===== src/rtl/window_3x3_former.sv =====
// 3x3 neighbourhood former that drives two cascaded line buffers from a raster pixel stream.
// Optional macro WINDOW_COORD_EN adds centre-pixel coordinate outputs x_o / y_o.
module window_3x3_former #(
    parameter int DATA_WIDTH = 8,
    parameter int IMG_WIDTH  = 1024,
    parameter int IMG_HEIGHT = 768
) (
    input  logic                              clk,
    input  logic                              rst,
    input  logic                              valid_i,
    input  logic [DATA_WIDTH-1:0]             pixel_i,
    input  logic [DATA_WIDTH-1:0]             lb0_data_i,
    input  logic [DATA_WIDTH-1:0]             lb1_data_i,
    output logic                              lb0_wr_en_o,
    output logic                              lb0_rd_en_o,
    output logic                              lb1_wr_en_o,
    output logic                              lb1_rd_en_o,
    output logic [9*DATA_WIDTH-1:0]           window_o,
    output logic                              valid_o,
    output logic                              done_o,
    output logic                              busy_o
`ifdef WINDOW_COORD_EN
    ,
    output logic [$clog2(IMG_WIDTH)-1:0]      x_o,
    output logic [$clog2(IMG_HEIGHT)-1:0]     y_o
`endif
);

    localparam int CW = $clog2(IMG_WIDTH);
    localparam int RW = $clog2(IMG_HEIGHT);

    localparam logic [CW-1:0] COL_LAST = CW'(IMG_WIDTH - 1);
    localparam logic [CW-1:0] COL_ONE  = CW'(1);
    localparam logic [CW-1:0] COL_TWO  = CW'(2);
    localparam logic [RW-1:0] ROW_LAST = RW'(IMG_HEIGHT - 1);
    localparam logic [RW-1:0] ROW_ONE  = RW'(1);
    localparam logic [RW-1:0] ROW_TWO  = RW'(2);

    typedef enum logic [1:0] {IDLE, FILL, RUN, DONE} state_t;

    state_t                  state_q, state_d;
    logic [CW-1:0]           col_q, col_d;
    logic [RW-1:0]           row_q, row_d;
    logic                    valid_q, valid_d;
    logic [DATA_WIDTH-1:0]   win_q [9];
    logic [DATA_WIDTH-1:0]   win_d [9];
    logic [DATA_WIDTH-1:0]   new_col [3];

    logic row_ge1, row_ge2, last_col, last_row, win_ok;

    assign row_ge1  = (row_q >= ROW_ONE);
    assign row_ge2  = (row_q >= ROW_TWO);
    assign last_col = (col_q == COL_LAST);
    assign last_row = (row_q == ROW_LAST);
    assign win_ok   = row_ge2 && (col_q >= COL_TWO);

    assign lb0_wr_en_o = valid_i;
    assign lb0_rd_en_o = valid_i && row_ge1;
    assign lb1_wr_en_o = valid_i && row_ge1;
    assign lb1_rd_en_o = valid_i && row_ge2;

    // Line buffers are undriven until they hold a full line, so gate them to zero.
    assign new_col[0] = row_ge2 ? lb1_data_i : '0;
    assign new_col[1] = row_ge1 ? lb0_data_i : '0;
    assign new_col[2] = pixel_i;

    assign valid_o = valid_q;
    assign done_o  = (state_q == DONE);
    assign busy_o  = (state_q != IDLE);

    genvar gi;
    generate
        for (gi = 0; gi < 9; gi++) begin : g_pack
            assign window_o[(8-gi)*DATA_WIDTH +: DATA_WIDTH] = win_q[gi];
        end
    endgenerate

`ifdef WINDOW_COORD_EN
    logic [CW-1:0] x_q, x_d;
    logic [RW-1:0] y_q, y_d;
    assign x_o = x_q;
    assign y_o = y_q;
`endif

    always_comb begin
        state_d = state_q;
        col_d   = col_q;
        row_d   = row_q;
        valid_d = 1'b0;
        win_d   = win_q;
`ifdef WINDOW_COORD_EN
        x_d     = x_q;
        y_d     = y_q;
`endif
        if (valid_i) begin
            for (int r = 0; r < 3; r++) begin
                win_d[r*3+0] = win_q[r*3+1];
                win_d[r*3+1] = win_q[r*3+2];
                win_d[r*3+2] = new_col[r];
            end
            valid_d = win_ok;
            if (last_col) begin
                col_d = '0;
                row_d = last_row ? '0 : row_q + ROW_ONE;
            end else begin
                col_d = col_q + COL_ONE;
            end
`ifdef WINDOW_COORD_EN
            if (win_ok) begin
                x_d = col_q - COL_ONE;
                y_d = row_q - ROW_ONE;
            end
`endif
        end

        case (state_q)
            IDLE:    if (valid_i) state_d = FILL;
            FILL:    if (valid_i && row_q == ROW_ONE && last_col) state_d = RUN;
            RUN:     if (valid_i && last_row && last_col) state_d = DONE;
            DONE:    state_d = valid_i ? FILL : IDLE;
            default: state_d = IDLE;
        endcase
    end

    always_ff @(posedge clk) begin
        if (rst) begin
            state_q <= IDLE;
            col_q   <= '0;
            row_q   <= '0;
            valid_q <= 1'b0;
            for (int i = 0; i < 9; i++) win_q[i] <= '0;
`ifdef WINDOW_COORD_EN
            x_q     <= '0;
            y_q     <= '0;
`endif
        end else begin
            state_q <= state_d;
            col_q   <= col_d;
            row_q   <= row_d;
            valid_q <= valid_d;
            win_q   <= win_d;
`ifdef WINDOW_COORD_EN
            x_q     <= x_d;
            y_q     <= y_d;
`endif
        end
    end

endmodule

===== config.mk =====
export PLATFORM = sky130hd
export DESIGN_NAME = window_3x3_former
export DESIGN_NICKNAME = d
export VERILOG_FILES = /design/src/rtl/window_3x3_former.sv
export SDC_FILE = /design/constraint.sdc
export NUM_CORES = 1
export LEC_CHECK = 0
export CAP_MARGIN = 20
export CORE_ASPECT_RATIO = 0.7
export CORE_MARGIN = 5
export CORE_UTILIZATION = 50
export CTS_CLUSTER_DIAMETER = 200
export DETAILED_ROUTE_END_ITERATION = 12
export PLACE_DENSITY = 0.86
export REMOVE_ABC_BUFFERS = 1
export SYNTH_ARGS = -nofsm -noshare
export SYNTH_HDL_FRONTEND = slang
export SYNTH_SLANG_ARGS = --single-unit

===== constraint.sdc =====
create_clock -name clk -period 4.6 [get_ports clk]
set_input_delay 0.92 -clock clk [delete_from_list [all_inputs] [get_ports clk]]
set_output_delay 0.92 -clock clk [all_outputs]
set_load 0.05 [all_outputs]

==> metrics <==
status=complete, no violations; post-synthesis simple-gate area fraction=16.3%; post-synthesis sequential area ratio=49.6%; CTS clk-pin slew, worst paths=0.09 ns; peak supply drop=0.000148 V; antenna violations before repair=0; io pins=106; crit share post-route=68.7%; DRT Pass-1 Iters=6; area of the mapped netlist=0.00384 mm²; Die Width=115 µm; Flop pwr share=53.5%; post-DP HPWL=6620 µm; Main synth FF type=dfxtp_1; Clk Tree Root Cell=clkbuf_8; compound-gate portion of the synthesized area=8.74%; die area=0.00955 mm²; Final ANT Viol Nets=0; Site Rows=26; total inserted antenna cells=0; Port Buf Inserts=105; Sequential Area=0.00190 mm²; layout cells sized above 1=6.78%; Slew Limit Fails=0; Internal Pwr Total=1.15 mW; Leakage=2.02 nW; Sw Share=28.2%; clock buffer depth=2; clock skew=0.0131 ns; wire per inst=15.5 µm; Syn. warnings=0; Mapped Cells=386; maxcap violations=0; # DRC=0; Post-Synth Adder-Cell Area=3.59%; Die Height=83.3 µm; multi-input combinational cell area=0.00177 mm²; CP max FO=22; Unique masters post-synth=40; Max-slew headroom=31.3%; DR iter-0 viols=214; DR vias=3,076; Total Wirelength=9080 µm; post-CTS sizing=0; area post-placement=0.00495 mm²; NetSw=451 µW; post-route cell area=0.00513 mm²; CP startpoint=valid_i; Synth Register Bits=95; Synth async-reset ratio=0%; Tot GR Track Use=18.8%; Setup CP Type=in2out; XOR/XNOR Fraction of Synth Area=2.05%; Fmax achieved=316 MHz; clock power share=31.2%; hold crit path type=reg2reg; crit path DAT=2.24 ns; Final Critical Period=3.16 ns; final hold violations=0; DR vias/cell=5.26; number of global-route vias before repair=2,964; worst-skew pair later-pin latency=0.36 ns; Final Net Count=520; largest net degree at the start of global routing=61; routability cong.=0.789; grt total ovfl=0; min-delay src=window_o[69]; Fillers=555; Finish-stage setup viols=0; PwrDens=311 mW/mm²; worst flop-to-flop path startpoint=col_q[1]; combinational family with the most area after synthesis=simple AND/OR/NAND/NOR gates; mux cell area share after synthesis=15.4%; Synth-to-Final Area Change=33.6%; Num CTS Buffers=9; post-CTS setup buffers=0; H-tree Lvls=3; setup TNS=0 ns; TritonCTS Sinks=95; RSZ-0062 raised after global routing=no; CTS tree=done; Initial Util=52.0%; Worst Setup End Kind=output pin; hold buffers post-CTS=0; Critical Path RT=3.68 ns; Comb pwr share=15.3%; slew at the pin closest to its max-slew limit=1.03 ns; global-route wire length before repair=14,700 µm; total core area=0.00738 mm²; number of synthesized flops with an enable pin=0; final core utilization=69.4%; Critical Path Source Type=primary input; synthesized area per cell=9.94 µm²
## logic make-up after synthesis
family | Yosys count
AOI/OAI and AO/OA | 45
xor gates and xnor gates | 9
adders and majority gates | 11
buffers and inverters | 36
DFF | 95
muxes | 59
and+or+nand+nor | 131
## stage by stage
step / hold WS, ns / cells / worst slack [ns] / power [mW]
finish: 0.504 / 585 / 1.44 / 1.60
global route: 0.537 / 585 / 1.42 / 1.67
CTS: 0.512 / 585 / 1.46 / 1.61
detailed placement: 0.486 / 569 / 1.45 / 1.12
global placement: 0.472 / 569 / 1.47 / 1.11
floorplan: 0.461 / 361 / 1.37 / 1.02
## per-layer routing
| metal | part of all wire, % | wire length, µm | global-route usage, % |
|---|---|---|---|
| met4 | 1.3 | 119 | 4.90 |
| met3 | 6.7 | 605 | 5.52 |
| met1 | 46 | 4190 | 24.8 |
| met2 | 46 | 4170 | 30.2 |
| met5 | 0 | 0 | 0 |
## cells in the mapped netlist (2+ instances only)
cell | number | area share (%)
nand2b_1 | 3 | 0.49
or4_1 | 3 | 0.59
nand2_1 | 10 | 0.98
and4_1 | 2 | 0.46
and3_1 | 6 | 0.98
nor4_2 | 2 | 0.65
a31oi_1 | 2 | 0.33
mux2i_1 | 58 | 15
ha_1 | 11 | 3.6
nor4_1 | 2 | 0.33
clkbuf_1 | 9 | 0.88
a22oi_1 | 16 | 3.1
dfxtp_1 | 95 | 50
nand3_1 | 8 | 1.0
o21ai_0 | 7 | 0.91
nor2_1 | 82 | 8.0
a21oi_1 | 9 | 1.2
o31ai_1 | 2 | 0.39
buf_1 | 4 | 0.39
nor3_1 | 3 | 0.39
xor2_1 | 8 | 1.8
nand4_1 | 3 | 0.49
buf_2 | 7 | 0.91
or3_1 | 4 | 0.65
o21bai_1 | 2 | 0.39
inv_1 | 11 | 1.1
buf_4 | 4 | 0.78
## worst max-delay path, stage by stage
cell	delay, ns
buf_4	0.08
buf_4	0.33
clkdlybuf4s50_1	0.88
## cell type report
type / instances / share of cell area (%)
multi-input combinational: 255 / 34.5
inverter: 11 / 0.805
clock inverter: 6 / 1.03
tap: 98 / 2.39
sequential: 95 / 37.1
timing repair buffer: 110 / 21.7
clock buffer: 10 / 2.49
## path summary, 6_finish.rpt
check / cells after the start / slack, ns / to
setup reg to reg: 5 / 2.53 / state_q[1]
hold / removal: 2 / 0.50 / window_o[69]
hold reg to reg: 2 / 0.50 / window_o[69]
setup / recovery: 3 / 1.44 / lb0_wr_en_o
## cells in the final DEF, fill, tap and decap left out, types with 3 or more instances in the layout
cell type / instances
clkdlybuf4s50_1: 100
dfxtp_1: 95
nor2_1: 82
mux2i_1: 58
a22oi_1: 16
inv_1: 11
ha_1: 11
nand2_1: 10
a21oi_1: 9
clkbuf_8: 9
nand3_1: 8
xor2_1: 8
o21ai_0: 7
and3_1: 6
buf_4: 6
or3_1: 4
nand2b_1: 3
nand4_1: 3
nor3_1: 3
or4_1: 3
buf_12: 3
## registers in the layout (all words and copies together) (netlist names)
| signal | flops |
|---|---|
| window_o | 72 |
| col_q | 10 |
| row_q | 10 |
| state_q | 2 |
| valid_o | 1 |
## power groups by stage
stage	clock network (mW)	logic (mW)	registers [mW]
global placement	0	0.238	0.871
detailed placement	0	0.244	0.873
global route	0.552	0.260	0.857
CTS	0.514	0.244	0.854
floorplan	0	0.121	0.896
finish	0.498	0.244	0.854
No activity file was read; power rests on OpenSTA's default activity.
